**config.mk**
```make
export PLATFORM = sky130hd
export DESIGN_NAME = cfi_backend_sstack
export DESIGN_NICKNAME = d
export VERILOG_FILES = /design/src/rtl/cfi_pkg.sv /design/src/rtl/cfi_sstack.sv /design/src/rtl/cfi_backend_sstack.sv
export SDC_FILE = /design/constraint.sdc
export NUM_CORES = 1
export LEC_CHECK = 0
export ABC_AREA = 0
export CAP_MARGIN = 20
export CORE_ASPECT_RATIO = 1.4
export CORE_MARGIN = 4
export CORE_UTILIZATION = 48
export CTS_CLUSTER_SIZE = 30
export DETAILED_ROUTE_END_ITERATION = 7
export PLACE_DENSITY = 0.78
export SYNTH_ARGS = -nofsm -noshare
export SYNTH_HDL_FRONTEND = slang
export SYNTH_SLANG_ARGS = --single-unit
```
**constraint.sdc**
```tcl
create_clock -name clk_i -period 7.61 [get_ports clk_i]
set_input_delay 1.522 -clock clk_i [delete_from_list [all_inputs] [get_ports clk_i]]
set_output_delay 1.522 -clock clk_i [all_outputs]
set_load 0.02 [all_outputs]
```
**src/rtl/cfi_pkg.sv**
```systemverilog
// Shared types and constants for the CFI backend shadow stack.
package cfi_pkg;

   localparam int unsigned XLEN = 32;

   // Bit positions inside cfi_log_t.flags (exactly one set for a well-formed log)
   localparam int unsigned FLAG_BRANCH = 3;
   localparam int unsigned FLAG_JUMP   = 2;
   localparam int unsigned FLAG_CALL   = 1;
   localparam int unsigned FLAG_RETURN = 0;

   // Cause code reported when a return target does not match the shadow stack
   localparam logic [XLEN-1:0] CFI_FAULT_CAUSE = 32'h0000_0012;

   typedef struct packed {
      logic [3:0]      flags;
      logic [XLEN-1:0] pc;
      logic [XLEN-1:0] next_pc;
      logic [XLEN-1:0] target;
   } cfi_log_t;

   typedef struct packed {
      logic [XLEN-1:0] cause;
      logic [XLEN-1:0] tval;
      logic            valid;
   } exception_t;

   typedef enum logic [1:0] {
      ST_IDLE,
      ST_BUSY,
      ST_FAULT
   } cfi_state_e;

   function automatic logic is_onehot4(input logic [3:0] f);
      return (f != 4'b0000) && ((f & (f - 4'b0001)) == 4'b0000);
   endfunction

   function automatic int unsigned max4(input int unsigned a, b, c, d);
      int unsigned m;
      m = a;
      if (b > m) m = b;
      if (c > m) m = c;
      if (d > m) m = d;
      return m;
   endfunction

endpackage

```
**src/rtl/cfi_sstack.sv**
```systemverilog
// Circular shadow-stack storage: push/pop/flush, occupancy, sticky overflow.
// A push onto a full stack overwrites the oldest entry and keeps count at DEPTH.
module cfi_sstack
   import cfi_pkg::*;
#(
   parameter int unsigned DEPTH = 16
) (
   input  logic                   clk_i,
   input  logic                   rst_ni,
   input  logic                   flush_i,
   input  logic                   push_i,
   input  logic [XLEN-1:0]        push_data_i,
   input  logic                   pop_i,
   output logic [XLEN-1:0]        top_o,
   output logic [$clog2(DEPTH):0] count_o,
   output logic                   full_o,
   output logic                   empty_o,
   output logic                   overflow_o
);

   localparam int unsigned PW = $clog2(DEPTH);
   localparam int unsigned CW = PW + 1;

   logic [XLEN-1:0] mem_q [DEPTH];
   logic [PW-1:0]   ptr_q, ptr_d, top_idx;
   logic [CW-1:0]   cnt_q, cnt_d;
   logic            ovf_q, ovf_d;

   // ptr_q is the next write slot; when full it also points at the oldest entry
   assign top_idx    = ptr_q - PW'(1);
   assign top_o      = mem_q[top_idx];
   assign full_o     = (cnt_q == CW'(DEPTH));
   assign empty_o    = (cnt_q == '0);
   assign count_o    = cnt_q;
   assign overflow_o = ovf_q;

   // Next pointer/count: flush first, then push, then pop (never both from the FSM)
   always_comb begin
      ptr_d = ptr_q;
      cnt_d = cnt_q;
      ovf_d = ovf_q;
      if (flush_i) begin
         ptr_d = '0;
         cnt_d = '0;
         ovf_d = 1'b0;
      end else if (push_i) begin
         ptr_d = ptr_q + PW'(1);
         if (full_o) ovf_d = 1'b1;
         else        cnt_d = cnt_q + CW'(1);
      end else if (pop_i && !empty_o) begin
         ptr_d = top_idx;
         cnt_d = cnt_q - CW'(1);
      end
   end

   // Pointer, occupancy and overflow registers
   always_ff @(posedge clk_i or negedge rst_ni) begin
      if (!rst_ni) begin
         ptr_q <= '0;
         cnt_q <= '0;
         ovf_q <= 1'b0;
      end else begin
         ptr_q <= ptr_d;
         cnt_q <= cnt_d;
         ovf_q <= ovf_d;
      end
   end

   // Entry storage; contents are only meaningful below the occupancy count
   always_ff @(posedge clk_i) begin
      if (push_i && !flush_i) mem_q[ptr_q] <= push_data_i;
   end

endmodule

```
**src/rtl/cfi_backend_sstack.sv**
```systemverilog
// CFI backend: drains the control-flow log queue, keeps a shadow stack of
// call return addresses and reports a fault on a mismatching/underflowing return.
// Optional macro CFI_BACKEND_PERF_EN adds saturating call/return/fault counters.
module cfi_backend_sstack
   import cfi_pkg::*;
#(
   parameter int unsigned SSTACK_DEPTH       = 16,
   parameter int unsigned NR_STALL_BRANCH    = 1,
   parameter int unsigned NR_STALL_JUMP      = 1,
   parameter int unsigned NR_STALL_CALL      = 1,
   parameter int unsigned NR_STALL_RETURN    = 1,
   parameter bit          FAULT_ON_UNDERFLOW = 1'b1
) (
   input  logic                          clk_i,
   input  logic                          rst_ni,
   input  cfi_log_t                      log_i,
   input  logic                          queue_empty_i,
   output logic                          queue_pop_o,
   input  logic                          flush_i,
   output exception_t                    cfi_fault_o,
   output logic [$clog2(SSTACK_DEPTH):0] sstack_count_o,
   output logic                          overflow_o,
   output logic [31:0]                   perf_calls_o,
   output logic [31:0]                   perf_returns_o,
   output logic [31:0]                   perf_faults_o
);

   localparam int unsigned MAX_STALL = max4(NR_STALL_BRANCH, NR_STALL_JUMP,
                                            NR_STALL_CALL, NR_STALL_RETURN);
   localparam int unsigned STALL_W   = (MAX_STALL == 0) ? 1 : $clog2(MAX_STALL + 1);

   cfi_state_e       state_q, state_d;
   logic [STALL_W-1:0] cnt_q, cnt_d, stall_sel;
   exception_t       fault_q, fault_d;

   logic            do_pop, onehot, is_call, is_ret, mismatch;
   logic [XLEN-1:0] ss_top;
   logic            ss_full, ss_empty;
   logic            unused_sigs;

   // A pop is taken only from IDLE, never under flush or reset
   assign do_pop      = rst_ni && (state_q == ST_IDLE) && !queue_empty_i && !flush_i;
   assign queue_pop_o = do_pop;
   assign onehot      = is_onehot4(log_i.flags);
   assign is_call     = do_pop && onehot && log_i.flags[FLAG_CALL];
   assign is_ret      = do_pop && onehot && log_i.flags[FLAG_RETURN];
   assign mismatch    = is_ret && (ss_empty ? FAULT_ON_UNDERFLOW : (ss_top != log_i.target));
   assign cfi_fault_o = fault_q;
   assign unused_sigs = ^{log_i.pc, ss_full};

   cfi_sstack #(
      .DEPTH (SSTACK_DEPTH)
   ) i_sstack (
      .clk_i       (clk_i),
      .rst_ni      (rst_ni),
      .flush_i     (flush_i),
      .push_i      (is_call),
      .push_data_i (log_i.next_pc),
      .pop_i       (is_ret),
      .top_o       (ss_top),
      .count_o     (sstack_count_o),
      .full_o      (ss_full),
      .empty_o     (ss_empty),
      .overflow_o  (overflow_o)
   );

   // Processing cycles for the popped log type
   always_comb begin
      stall_sel = '0;
      if      (log_i.flags[FLAG_CALL])   stall_sel = STALL_W'(NR_STALL_CALL);
      else if (log_i.flags[FLAG_RETURN]) stall_sel = STALL_W'(NR_STALL_RETURN);
      else if (log_i.flags[FLAG_JUMP])   stall_sel = STALL_W'(NR_STALL_JUMP);
      else if (log_i.flags[FLAG_BRANCH]) stall_sel = STALL_W'(NR_STALL_BRANCH);
   end

   // Next state, stall counter and one-cycle fault pulse; flush overrides all
   always_comb begin
      state_d = state_q;
      cnt_d   = cnt_q;
      fault_d = '0;
      unique case (state_q)
         ST_IDLE: begin
            if (do_pop && onehot) begin
               if (mismatch) begin
                  state_d       = ST_FAULT;
                  cnt_d         = '0;
                  fault_d.valid = 1'b1;
                  fault_d.cause = CFI_FAULT_CAUSE;
                  fault_d.tval  = log_i.target;
               end else if (stall_sel != '0) begin
                  state_d = ST_BUSY;
                  cnt_d   = stall_sel;
               end
            end
         end
         ST_BUSY: begin
            if (cnt_q <= STALL_W'(1)) begin
               state_d = ST_IDLE;
               cnt_d   = '0;
            end else begin
               cnt_d = cnt_q - STALL_W'(1);
            end
         end
         ST_FAULT: state_d = ST_FAULT;
         default:  state_d = ST_IDLE;
      endcase
      if (flush_i) begin
         state_d = ST_IDLE;
         cnt_d   = '0;
         fault_d = '0;
      end
   end

   // FSM, counter and fault registers
   always_ff @(posedge clk_i or negedge rst_ni) begin
      if (!rst_ni) begin
         state_q <= ST_IDLE;
         cnt_q   <= '0;
         fault_q <= '0;
      end else begin
         state_q <= state_d;
         cnt_q   <= cnt_d;
         fault_q <= fault_d;
      end
   end

`ifdef CFI_BACKEND_PERF_EN
   logic [31:0] calls_q, rets_q, faults_q;

   // Saturating event counters; survive flush, cleared only by reset
   always_ff @(posedge clk_i or negedge rst_ni) begin
      if (!rst_ni) begin
         calls_q  <= '0;
         rets_q   <= '0;
         faults_q <= '0;
      end else begin
         if (is_call && (calls_q != '1))        calls_q  <= calls_q + 32'd1;
         if (is_ret && (rets_q != '1))          rets_q   <= rets_q + 32'd1;
         if (fault_q.valid && (faults_q != '1)) faults_q <= faults_q + 32'd1;
      end
   end

   assign perf_calls_o   = calls_q;
   assign perf_returns_o = rets_q;
   assign perf_faults_o  = faults_q;
`else
   assign perf_calls_o   = '0;
   assign perf_returns_o = '0;
   assign perf_faults_o  = '0;
`endif

endmodule

```
==> results of run 1 <==
==> synthesized netlist by cell type, types with 3 or more instances <==
master     instances
xnor2_1           29
edfxtp_1         512
or3_1              5
buf_2             21
buf_6              3
buf_4            144
nor3_1             9
and2_1             6
nand4_1           12
ha_1               7
nand2_1           24
and3_1             7
o21ai_0            8
mux4_2           121
buf_12             3
a21oi_1           13
nand3_1           38
nor4_1            12
a211oi_1          35
nand2b_1           6
a21o_1             5
nor2_1            17
inv_1             42
clkbuf_1          16
dfrtp_1           45
mux2i_1           60
o2111ai_1          6
mux4_1             5
==> state kept, by name (all words and copies together), names as in the netlist <==
| signal | cells |
|---|---|
| i_sstack.mem_q | 512 |
| cfi_fault_o | 33 |
| i_sstack.count_o | 5 |
| i_sstack.ptr_q | 4 |
| state_q | 2 |
| i_sstack.overflow_o | 1 |
==> critical path, cell delays in order (launching register included) <==
cell	delay, ns
dfrtp_4	0.97
buf_4	0.57
buf_4	0.73
mux4_2	0.61
mux4_2	0.50
xnor2_1	0.31
nor2b_1	0.20
o2111ai_1	0.19
nor4_4	0.88
buf_4	0.36
a211oi_1	0.12
==> worst paths after layout <==
check	startpoint	to	slack (ns)	cells after the start
setup reg to reg	i_sstack.ptr_q[0]$_DFFE_PN0P_	cfi_fault_o[26]$_DFF_PN0_	1.83	10
hold / removal	state_q[1]$_DFFE_PN0P_	state_q[1]$_DFFE_PN0P_	0.50	2
min in group asynchronous	rst_ni	cfi_fault_o[14]$_DFF_PN0_	1.08	2
hold reg to reg	state_q[1]$_DFFE_PN0P_	state_q[1]$_DFFE_PN0P_	0.50	2
setup / recovery	i_sstack.ptr_q[0]$_DFFE_PN0P_	cfi_fault_o[26]$_DFF_PN0_	1.83	10
max in group asynchronous	rst_ni	i_sstack.ptr_q[0]$_DFFE_PN0P_	5.99	2
==> kinds of logic after synthesis <==
kind of cell,after synthesis,synth area share
flops,557,0.7054
buf+inv,231,0.06435
mux,188,0.1488
simple gates,148,0.03455
compound gates,93,0.02985
xor+xnor,32,0.01230
fa+ha+maj,8,0.004600
other cells,1,0.0001603
==> power breakdown <==
part           internal (uW)  total [uW]  switching, uW
clock                   1330        2390           1050
sequential              3360        3420           61.4
combinational            707        1700            990
==> final cells by class <==
class	count	area share
Clock buffer	81	0.05494
Tap cell	630	0.02989
Timing Repair Buffer	150	0.05323
Multi-Input combinational cell	595	0.2265
Antenna cell	2	0.0001898
Inverter	43	0.006120
Sequential cell	557	0.6258
Clock inverter	11	0.003321
==> layer usage <==
layer	wire, um	global-route usage
met2	27900	0.3537
met3	5026	0.03809
met1	19330	0.2596
met4	2133	0.07275
met5	13	0
==> through the flow <==
stage | setup slack, ns | instances | hold WS [ns] | cell area (um^2)
after global placement | 1.959 | 1974 | 0.4897 | 24830
after CTS | 1.788 | 2066 | 0.5018 | 26360
after floorplan | 0.6877 | 1383 | 0.4668 | 23860
final | 1.828 | 2069 | 0.4995 | 26370
after global routing | 1.468 | 2068 | 0.5272 | 26370
after detailed placement | 1.828 | 1974 | 0.4865 | 24830
==> results_dict.tcl, run 1 <==
set metrics [dict create \
    status "complete, no violations" \
    final_cell_mix "edfxtp_1, conb_1, mux4_2" \
    row_count 95 \
    multiInputGateArea_um2 5974 \
    max_slew_margin 0.3205 \
    grt_max_degree 47 \
    endpoint_kind "flip-flop" \
    antenna_found_initial 4 \
    grt.total_usage 0.2043 \
    report.final.setup_viol 0 \
    die_x_um 194.6 \
    start_util 0.4859 \
    hold_viol 0 \
    layout_commonest_cell "edfxtp_1" \
    rsz0062_at_grt "false" \
    syn_inst 1258 \
    cts_hold_buf 0 \
    synth.area.top_cells "edfxtp_1, mux4_2, dfrtp_1" \
    fin_crit_ns 5.782 \
    crit_type "flip-flop to flip-flop" \
    grt_pass1_wl_mm 79.96 \
    synth_warnings 0 \
    regArea_um2 16500 \
    drive_above_1_share 0.1788 \
    drt_iter0_markers 1268 \
    drc 0 \
    cts_buffers 49 \
    synthDistinctLibCells 62 \
    min_path_type "flip-flop to flip-flop" \
    io_pins 272 \
    timing.setup.tns_ns 0 \
    grt-ovfl-total 0 \
    die_h_um 269.2 \
    syn-cell-area_um2 23390 \
    synth-seq-cells 557 \
    ant_nets 0 \
    clockBufferDepth 3 \
    grt_pass1_vias 12040 \
    worst_clock_skew_ns 0.03077 \
    synth_top_area_cell "edfxtp_1" \
    powerDensity_nw_per_um2 284.6 \
    p_leak_uw 0.008836 \
    syn2layout_area_growth_pct 12.75 \
    finalPower_uw 7507 \
    core_um2 48140 \
    final_nets 1508 \
    cts_setup_buffers 0 \
    clk_pin_slew_ns 0.07 \
    post-dp-hpwl_mm 33.94 \
    async_reset_ff_frac 0.08079 \
    slew_viol_final 0 \
    nFillCells 3547 \
    cp.required_ns 7.99 \
    wl_mm 54.41 \
    start_kind "flip-flop" \
    cp_max_fo 45 \
    dieArea_um2 52380 \
    clock.fmax_ghz 0.1730 \
    ctsResizeCount 0 \
    num_vias 12020 \
    ir_drop_v 0.0001893 \
    ys_seq_area_frac 0.7054 \
    routedWlPerCell_um 26.30 \
    numPortBuffers 113 \
    fin_crit_sh 0.7598 \
    cts_tree "done" \
    postLayoutCoreUtil 0.5479 \
    cts.sinks 557 \
    vias_per_cell 5.809 \
    cts-root-buf "clkbuf_16" \
    synth_edf_count 512 \
    cap_violations 0 \
    htree_levels 2 \
    arrival_ns 6.16 \
    syn_area_per_cell_um2 18.59 \
    synth_top_area_frac 0.6573 \
    worstMarginPinSlew_ns 1.019 \
    gp_congestion 0.8173 \
    firstDrtPassIters 5 \
    clock_latency_ns 0.58 \
    ys.flop_type "edfxtp_1" \
]
No activity file was read; power rests on OpenSTA's default activity.
==> inputs of run 2 (changes only) <==
- clock period: 7.61 -> 5.45 ns (I/O delays scaled with it)
==> run 2 against run 1 <==
Register-to-register slack worse by 0.91 ns. Clock power is 39% higher. Global-route usage is 0.33 points higher. Combinational power is 44% higher. Largest power group unchanged.
==> results_dict.tcl, run 2 (synthesized netlist as in run 1, its figures left out) <==
set metrics [dict create \
    regMostFlops "i_sstack.mem_q" \
    cts_hold_buf 0 \
    grt_max_degree 93 \
    cp.required_ns 5.86 \
    gp_congestion 0.8438 \
    placed_cell_area_um2 24960 \
    clock.fmax_ghz 0.2208 \
    cts_tree "done" \
    dieArea_um2 52380 \
    row_count 95 \
    powerDensity_nw_per_um2 396.3 \
    final_cell_mix "edfxtp_1, conb_1, mux4_2" \
    finalPower_uw 10500 \
    wl_met3_mm 5.711 \
    post-dp-hpwl_mm 34.44 \
    timing.setup.tns_ns 0 \
    htree_levels 2 \
    reg2regPathDepth 9 \
    critPathTopFamily "buffers and inverters" \
    cts.sinks 557 \
    setup_ws_ns 0.9210 \
    arrival_ns 4.93 \
    fin_crit_sh 0.8310 \
    clk_pin_slew_ns 0.07 \
    grt_pass1_wl_mm 80.57 \
    drt_iter0_markers 1255 \
    cts-root-buf "clkbuf_16" \
    core_um2 48140 \
    met2_length_mm 27.87 \
    cts_buffers 50 \
    topRoutingLayerUsed "met4" \
    die_h_um 269.2 \
    die_x_um 194.6 \
    ir_drop_v 0.0002278 \
    firstDrtPassIters 5 \
    io_pins 272 \
    wl_met1_mm 19.44 \
    drc 0 \
    layout_commonest_cell "edfxtp_1" \
    clockBufferDepth 3 \
    status "complete, no violations" \
    num_vias 12010 \
    max_slew_margin 0.3836 \
    r2r_start "i_sstack.ptr_q[0]$_DFFE_PN0P_" \
    endpoint_kind "flip-flop" \
    fin_area_um2 26500 \
    grt.total_usage 0.2076 \
    drive_above_1_share 0.1887 \
    worst_clock_skew_ns 0.03157 \
    dp_slack_ns 0.6250 \
    cts_setup_buffers 0 \
    min_from "state_q[1]$_DFFE_PN0P_" \
    whs_endpoint "state_q[1]$_DFFE_PN0P_" \
    path_cells "buf_12 > buf_4 > mux4_2 > mux4_2 > xnor2_1 > nor4_1 > and4_2 > buf_4 > a211oi_1" \
    critPathBufInv 3 \
    syn2layout_area_growth_pct 13.30 \
    final_nets 1519 \
    ant_nets 0 \
    ctsResizeCount 0 \
    grt-ovfl-total 0 \
    grt_pass1_vias 12090 \
    wl_mm 55.20 \
    min_path_type "flip-flop to flip-flop" \
    cp_max_fo 92 \
    timing.rr.end "cfi_fault_o[3]$_DFF_PN0_" \
    routedWlPerCell_um 26.55 \
    critPathSlowestCell "buf_4" \
    slowest_delay_ns 0.65 \
    clock_latency_ns 0.59 \
    slew_viol_final 0 \
    start_util 0.4859 \
    vias_per_cell 5.777 \
    hold_viol 0 \
    report.final.setup_viol 0 \
    rrSetupSlack_ns 0.92 \
    largest_reg_flops 512 \
    hold_path_depth 2 \
    start_kind "flip-flop" \
    rsz0062_at_grt "false" \
    crit_type "flip-flop to flip-flop" \
    worstMarginPinSlew_ns 0.9213 \
    p_leak_uw 0.008916 \
    fin_crit_ns 4.529 \
    antenna_found_initial 2 \
    cap_violations 0 \
    numPortBuffers 113 \
]
## run 2: changes by cell type in the layout (fill, tap and decap cells not counted)
cell       previous run  this run
bufinv_16             1         2
clkinv_1              2        11
clkinv_4              1         5
buf_4                37        43
clkinv_2              5        11
clkbuf_8              6         1
clkbuf_1             24         9
buf_12                0         4
## run 2: worst max-delay path by stage
stage / startpoint / endpoint / slack (ns) / depth (start not counted)
4_1_cts: i_sstack.ptr_q[0]$_DFFE_PN0P_ / cfi_fault_o[3]$_DFF_PN0_ / 0.98 / 9
2_1_floorplan: flush_i / i_sstack.mem_q[0][0]$_DFFE_PP_ / -1.04 / 9
5_1_grt: i_sstack.ptr_q[0]$_DFFE_PN0P_ / state_q[1]$_DFFE_PN0P_ / 0.72 / 9
6_report: i_sstack.ptr_q[0]$_DFFE_PN0P_ / cfi_fault_o[3]$_DFF_PN0_ / 0.92 / 9
3_3_place_gp: log_i[96] / i_sstack.count_o[4]$_DFFE_PN0P_ / 0.64 / 14
3_5_place_dp: log_i[96] / i_sstack.count_o[4]$_DFFE_PN0P_ / 0.62 / 14
## run 2: power breakdown
group	switching, uW	internal [uW]
Combinational	1440	1000
Clock	1500	1830
Sequential	43.4	4690
Total	2980	7520
## run 2: through the flow
stage,hold WS [ns],instances,util
detailed placement,0.5030,1985,0.5184
global route,0.5669,2078,0.5505
floorplan,0.4668,1383,-
finish,0.5163,2079,0.5505
CTS,0.5184,2077,0.5504
global placement,0.4895,1985,0.5184
## run 2: layer usage
layer / up-vias / global-route usage
li1: 5049 / -
met1: 6075 / 0.2646
met2: 742 / 0.3538
met3: 145 / 0.04258
met4: 0 / 0.07775
met5: - / 0
## run 2: tightest hold or removal path, delay by kind of cell (launching register included)
kind               cells  cell delay [ns]
DFF                    1             0.35
AOI/OAI and AO/OA      2             0.13
## run 2: layout make-up
type                    count  area [um^2]
clock buffers              61         1324
clock inverters            31        216.5
multi-input cells         595         5974
diodes                      2        5.005
well taps                 630        788.3
flip-flops and latches    557        16500
repair buffers            160         1529
inverters                  43        161.4
fillers                  3536        21640
